$ cat config.mk
export PLATFORM = sky130hd
export DESIGN_NAME = popcount_sequencer
export DESIGN_NICKNAME = d
export VERILOG_FILES = /design/src/rtl/popcount_sequencer.sv
export SDC_FILE = /design/constraint.sdc
export NUM_CORES = 1
export LEC_CHECK = 0
export CAP_MARGIN = 30
export CELL_PAD_IN_SITES_DETAIL_PLACEMENT = 0
export CELL_PAD_IN_SITES_GLOBAL_PLACEMENT = 2
export CORE_MARGIN = 2
export CORE_UTILIZATION = 38
export CTS_BUF_LIST = sky130_fd_sc_hd__clkbuf_8 sky130_fd_sc_hd__clkbuf_16
export DETAILED_ROUTE_END_ITERATION = 6
export GPL_ROUTABILITY_DRIVEN = 0
export PLACE_DENSITY_LB_ADDON = 0.25
export SLEW_MARGIN = 20
export SYNTH_ARGS = -nofsm -noshare
export SYNTH_HDL_FRONTEND = slang
export SYNTH_SLANG_ARGS = --single-unit
export TNS_END_PERCENT = 30
$ cat constraint.sdc
create_clock -name clk -period 12 [get_ports clk]
set_clock_uncertainty 0.15 [all_clocks]
set_input_delay 1.2 -clock clk [delete_from_list [all_inputs] [get_ports clk]]
set_output_delay 1.2 -clock clk [all_outputs]
set_load 0.005 [all_outputs]
$ cat src/rtl/popcount_sequencer.sv
// popcount_sequencer: counts the ones in a WIDTH-bit word, one byte slice per
// clock (LSB slice first), through a single shared 8-bit count_ones datapath.
// Producer side and consumer side are both valid/ready.
//
// Handshake rule (both sides): a transfer happens on a rising clk edge where
// valid && ready are both high. in_ready and out_valid are decoded from the
// registered state only, so neither depends combinationally on any input.
// A raised valid is never withdrawn by this block before its transfer, except
// when clear or reset discards the job.

// count_ones: combinational population count of one byte.
module count_ones (
  input  logic [7:0] din,
  output logic [3:0] ones
);

  // Sum the eight bits of the byte.
  always_comb begin
    ones = '0;
    for (int i = 0; i < 8; i++) begin
      ones = ones + {3'b000, din[i]};
    end
  end

endmodule

module popcount_sequencer #(
  parameter  int WIDTH = 32,
  localparam int CNT_W = $clog2(WIDTH + 1)
) (
  input  logic             clk,
  input  logic             rst_n,
  input  logic             in_valid,
  output logic             in_ready,
  input  logic [WIDTH-1:0] in_data,
  input  logic             clear,
  output logic             out_valid,
  input  logic             out_ready,
  output logic [CNT_W-1:0] out_count,
  output logic             busy
);

  localparam int NSLICE = WIDTH / 8;
  localparam int IDX_W  = (NSLICE > 1) ? $clog2(NSLICE) : 1;

  // The slice scheme only works on whole bytes.
  if (((WIDTH % 8) != 0) || (WIDTH < 8)) begin : g_bad_width
    $error("popcount_sequencer: WIDTH (%0d) must be a multiple of 8 and >= 8", WIDTH);
  end

  typedef enum logic [1:0] {
    ST_IDLE = 2'd0,
    ST_RUN  = 2'd1,
    ST_DONE = 2'd2
  } state_t;

  state_t           state_q;
  logic [WIDTH-1:0] word_q;
  logic [CNT_W-1:0] acc_q;
  logic [IDX_W-1:0] idx_q;

  logic [7:0]       slice;
  logic [3:0]       slice_ones;
  logic [CNT_W-1:0] acc_next;
  logic             last_slice;

  // Select the byte slice addressed by the current index.
  always_comb begin
    slice = '0;
    for (int i = 0; i < NSLICE; i++) begin
      if (idx_q == IDX_W'(i)) begin
        slice = word_q[8*i +: 8];
      end
    end
  end

  count_ones u_count_ones (
    .din  (slice),
    .ones (slice_ones)
  );

  // Accumulator cannot overflow: the largest possible sum is WIDTH.
  assign acc_next   = acc_q + CNT_W'(slice_ones);
  assign last_slice = (idx_q == IDX_W'(NSLICE - 1));

  // Status outputs are pure decodes of the registered state.
  assign in_ready  = (state_q == ST_IDLE);
  assign out_valid = (state_q == ST_DONE);
  assign busy      = (state_q != ST_IDLE);

  // Control FSM: accept a word, walk its slices, hold the result until taken.
  // clear overrides every other transition in every state.
  always_ff @(posedge clk or negedge rst_n) begin
    if (!rst_n) begin
      state_q   <= ST_IDLE;
      word_q    <= '0;
      acc_q     <= '0;
      idx_q     <= '0;
      out_count <= '0;
    end else if (clear) begin
      state_q   <= ST_IDLE;
      acc_q     <= '0;
      idx_q     <= '0;
      out_count <= '0;
    end else begin
      case (state_q)
        ST_IDLE: begin
          if (in_valid) begin
            word_q  <= in_data;
            acc_q   <= '0;
            idx_q   <= '0;
            state_q <= ST_RUN;
          end
        end
        ST_RUN: begin
          acc_q <= acc_next;
          idx_q <= idx_q + 1'b1;
          if (last_slice) begin
            out_count <= acc_next;
            state_q   <= ST_DONE;
          end
        end
        ST_DONE: begin
          if (out_ready) begin
            state_q <= ST_IDLE;
          end
        end
        default: begin
          state_q <= ST_IDLE;
        end
      endcase
    end
  end

endmodule

* After elaboration in Yosys (flattened, before gate mapping)
Index checks and enable logic that the tools add are counted.
Storage, ports and cells: memories kept 0, bits in registers 48, logic and storage cells 51, bits in read-only memories 0, latch bits 0, output and inout port bits 9, bits of input ports 37, RAM bits 0
Operators by class: add/sub/neg operators 9, div/mod/pow operators 0, multipliers 0, bitwise gates (word level) 1, mux-type cells 18, equal/unequal tests 8, reduce and logical (&&, ||, !) cells 10, shift operators 0, magnitude comparators 0
Operators by type and width (number):
- $mux W8 | 4
- $mux W6 | 5
- $add A4 B1 Y4 | 6
- $mux W2 | 6
- $pmux W6 S2 | 1
- $add A6 B4 Y6 | 1
- $eq A2 B2 Y1 const B | 3
- $ne A3 B2 Y1 const B | 2
- $pmux W2 S3 | 1
- $reduce_and A3 Y1 | 2
- $reduce_bool A2 Y1 | 3
- $eq A2 B1 Y1 const B | 2
- $logic_not A2 Y1 | 2
- $pmux W2 S2 | 1
- $reduce_and A2 Y1 | 2
- $ne A3 B3 Y1 const B | 1
- $reduce_bool A3 Y1 | 1
- $add A1 B1 Y2 | 1
- $add A2 B1 Y2 const B | 1
- $not A1 Y1 | 1

* Longest topological paths before layout
depth in word-level cells 16, depth in mapped cells 20, mapped depth without buffers 19

* Hierarchy
A second synthesis with hierarchy kept.
Second synthesis, totals: cell total of the unflattened synthesis 220, area, all modules 2563.7 µm²
By module, submodules not included:
- popcount_sequencer | cells an instance 198, seq. area each 1201.2 µm², times used 1, area each 2371.0 µm²
- count_ones | cells an instance 22, seq. area each 0.0 µm², times used 1, area each 192.7 µm²

* Least setup slack after synthesis
No wires, ideal clock.
kind register -> register, start register idx_q[1], end register out_count[4], arrival time 4788 ps, stages on the path, launching flop included 19, buffers on the path 1, setup time 67 ps, clock period less this slack 5006 ps, slack 6994 ps, data required time 11783 ps, cells stage by stage dfrtp_1 > inv_1 > ha_1 > clkbuf_1 > nand2_1 > a21oi_1 > a21oi_1 > o21ai_0 > ha_1 > fa_1 > inv_1 > fa_1 > fa_1 > fa_1 > fa_1 > nor2b_1 > o21ai_1 > a2111oi_0 > a311o_1
Between the ends: word-level cells in the longest chain between the ends 16, elaborated cells on any way between the ends 21, those cells by class add/sub: 8; eq/ne: 3; mux: 7; reduce/logical: 3
Ends and longest elaborated chain:
- start, declared | RTL line 60 | logic [IDX_W-1:0] idx_q;
- start signal, assigned | RTL line 117 | idx_q <= idx_q + 1'b1;
- $logic_not A2 Y1 | RTL line 71 | if (idx_q == IDX_W'(i)) begin
- $mux W8 (4 in a row) | RTL line 71
- $add A1 B1 Y2 | RTL line 21 | ones = ones + {3'b000, din[i]};
- $add A4 B1 Y4 (6 in a row) | RTL line 21
- $add A6 B4 Y6 | RTL line 83 | assign acc_next = acc_q + CNT_W'(slice_ones);
- $mux W6 | RTL line 118 | if (last_slice) begin
- $mux W6 | RTL line 106 | case (state_q)
- $mux W6 | RTL line 100 | end else if (clear) begin
- end signal, assigned | RTL line 119 | out_count <= acc_next;
- end, declared | RTL line 39 | output logic [CNT_W-1:0] out_count,
Several ways; a longest one is shown, not always the timed one. The select of a mux whose other input is x is not followed. A chain may end at the register's enable or synchronous reset.

* Worst setup path in the final report
Ends and elaborated chain as after synthesis.

==> flow_summary.yaml <==
yosys:
  syn-instance-count: 220
  synth.net_count: 273
  ys_seq_area_share_pct: 44.80
  syn_area_sq_um: 2681
  synth.distinct_cells: 42
  synth_edf_count: 0
  async_reset_ff_share_pct: 100.0
  syn_area_per_cell_sq_um: 12.19
  ys.flop_type: "dfrtp_1"
  yosysWarnings: 0
  ys_ff_latch: 48
detailed_routing:
  drt_iter0_markers: 91
  vias_per_cell: 4.866
  drc: 0
  detail-route-antenna-nets: 0
  drt_pass1_iterations: 4
  vias: 1742
  wl_per_cell_microns: 14.79
  wl_mm: 5.296
cells_and_area:
  fillers: 627
  final_nets: 314
  final_common_cell: "dfrtp_1"
  areaGrowthSynthToFinish_pct: 23.29
  fin_cells: 358
  antenna_cells: 0
  most-common-layout-cells: "48 x dfrtp_1, 44 x clkdlybuf4s50_1, 29 x mux2_4"
  drive_above_1_share_pct: 16.79
cts:
  cts_buffers: 5
  clk_pin_slew_ns: 0.09
  ctsHoldBuffers: 0
  cts_setup_buffers: 0
  cts_buffer_depth: 2
  cts_tree: "done"
  clock_latency_ns: 0.30
  cts.htree.levels: 2
  cts_resized: 0
  root_buffer: "clkbuf_8"
  cts_sinks: 48
die:
  coreArea_sq_um: 6794
  design.portCount: 46
  initial_utilization_pct: 39.47
  fp-row-count: 30
  dieHeight_microns: 88
  dieWidth_microns: 88
  die_area_sq_um: 7744
placement:
  dpl.hpwl_mm: 3.726
  dpl.cell_count: 350
  port_buffers: 45
worst_setup_path:
  path_cells: "inv_1 -> ha_1 -> nand3b_1 -> a21oi_1 -> a21oi_1 -> o21ai_0 -> ha_1 -> fa_1 -> inv_1 -> fa_1 -> fa_1 -> fa_1 -> fa_1 -> nor2b_1 -> o21ai_1 -> a2111oi_0 -> a311o_1"
  critPathCaptureType: "flip-flop"
  slowest_stage: "fa_1"
  critical_path_class: "flip-flop to flip-flop"
  crit_family: "adder cells"
  critPathMaxFanout: 16
  required_ns: 12.09
  slowest_delay_ns: 0.53
  cp.buffers_inverters: 2
  cpMostUsedCell: "fa_1"
  startpoint_type: "flip-flop"
  worst_ep_arrival_time_ns: 5.44
hold_path:
  holdCritPathClass: "flip-flop to flip-flop"
power:
  power.density_nw_per_um2: 186.9
  p_leak_nw: 1.445
  ir_worst_vdd_mv: 0.1068
  finalPower_mw: 0.6177
timing:
  finalSetupViolCount: 0
  slew_headroom_pct: 48.71
  finalHoldViolCount: 0
  rsz0062_at_grt: "false"
  timing.fmax_ghz: 0.1870
  fin_crit_sh_pct: 44.57
  period_needed_ns: 5.349
  tightest_slew_ns: 0.7677
  maxSlewViolCount: 0
  setup_tns_ns: 0
global_routing:
  grt_antenna_before_repair: 0
  grt_overflow: 0
  grt_max_degree: 49
  grt_pass1_vias: 1774
  track_usage_pct: 14.98
  grt_pass1_wl_mm: 9.045
flow_run:
  drv_cap: 0
status:
  status: "finished clean"
==> worst paths after layout <==
kind | startpoint | endpoint | slack [ns] | cells past startpoint
setup / recovery | idx_q[1]$_DFFE_PN0P_ | out_count[4]$_DFFE_PN0P_ | 6.65 | 17
hold / removal | acc_q[3]$_DFFE_PN0P_ | acc_q[3]$_DFFE_PN0P_ | 0.36 | 2
setup reg to reg | idx_q[1]$_DFFE_PN0P_ | out_count[4]$_DFFE_PN0P_ | 6.65 | 17
hold reg to reg | acc_q[3]$_DFFE_PN0P_ | acc_q[3]$_DFFE_PN0P_ | 0.36 | 2
max in group asynchronous | rst_n | word_q[16]$_DFFE_PN0P_ | 10.53 | 1
min in group asynchronous | rst_n | word_q[3]$_DFFE_PN0P_ | 0.75 | 1
==> synth_stat cells, drive strengths merged (4+ instances only) <==
library cell | count | share of area (%)
nor2 | 6 | 0.93
nand3b | 6 | 1.7
buf | 6 | 3.1
ha | 11 | 5.1
dfrtp | 48 | 45
a21oi | 17 | 3.2
clkbuf | 5 | 0.70
nor2b | 10 | 2.3
mux2 | 32 | 17
nand2 | 11 | 1.5
o21ai | 10 | 1.9
nor3 | 5 | 0.93
inv | 14 | 2.0
a221oi | 4 | 1.3
fa | 5 | 3.7
==> stage by stage <==
stage / instance area, sq um / hold slack (ns) / utilization (%) / setup slack [ns]
4_1_cts: 3306 / 0.3648 / 48.66 / 6.629
5_1_grt: 3306 / 0.3806 / 48.66 / 6.271
6_report: 3306 / 0.3550 / 48.66 / 6.651
2_1_floorplan: 2681 / 0.3063 / - / 6.994
3_5_place_dp: 3147 / 0.3416 / 46.32 / 6.645
3_3_place_gp: 3144 / 0.3272 / 46.28 / 6.714
==> worst min-delay path: cells and delay by family, from the launching register on <==
family	cells	cell delay [ns]
compound gates	1	0.07
simple gates	1	0.05
flops	1	0.36
==> state kept, by name (all words and copies together), names as in the netlist <==
signal / cells
word_q: 32
acc_q: 6
out_count: 6
idx_q: 2
state_q: 2
==> where the power goes <==
| part | total [mW] | internal (mW) | switching (mW) |
|---|---|---|---|
| Combinational | 0.248 | 0.129 | 0.120 |
| Sequential | 0.209 | 0.190 | 0.0181 |
| Clock | 0.161 | 0.104 | 0.0567 |
==> routing by layer <==
metal  up-vias  part of all wire [%]  track usage (%)
met5         -                     0                0
met1       845                    53            23.22
met2        29                    42            20.66
met4         0                  0.96            4.196
met3         5                   4.1            3.582
li1        863                     -                -
==> cell type report <==
type | instances | area [sq um] | share of cell area [%]
multi-input combinational | 147 | 1325 | 40.08
sequential | 48 | 1201 | 36.34
timing repair buffer | 45 | 447.9 | 13.55
tap | 96 | 120.1 | 3.634
clock inverter | 3 | 90.09 | 2.725
clock buffer | 5 | 68.82 | 2.082
inverter | 14 | 52.55 | 1.590
==> cells by family (layout without fill, tap and decap cells) <==
group | after synthesis | after routing | synth area share, %
and+or+nand+nor | 49 | 49 | 10.55
buffers and inverters | 25 | 67 | 5.786
AOI/OAI and AO/OA | 45 | 45 | 10.78
muxes | 34 | 34 | 18.25
adders and majority gates | 16 | 16 | 8.866
xor gates and xnor gates | 3 | 3 | 0.9801
DFF | 48 | 48 | 44.80
Note: power is estimated with default switching activity, not from simulation.
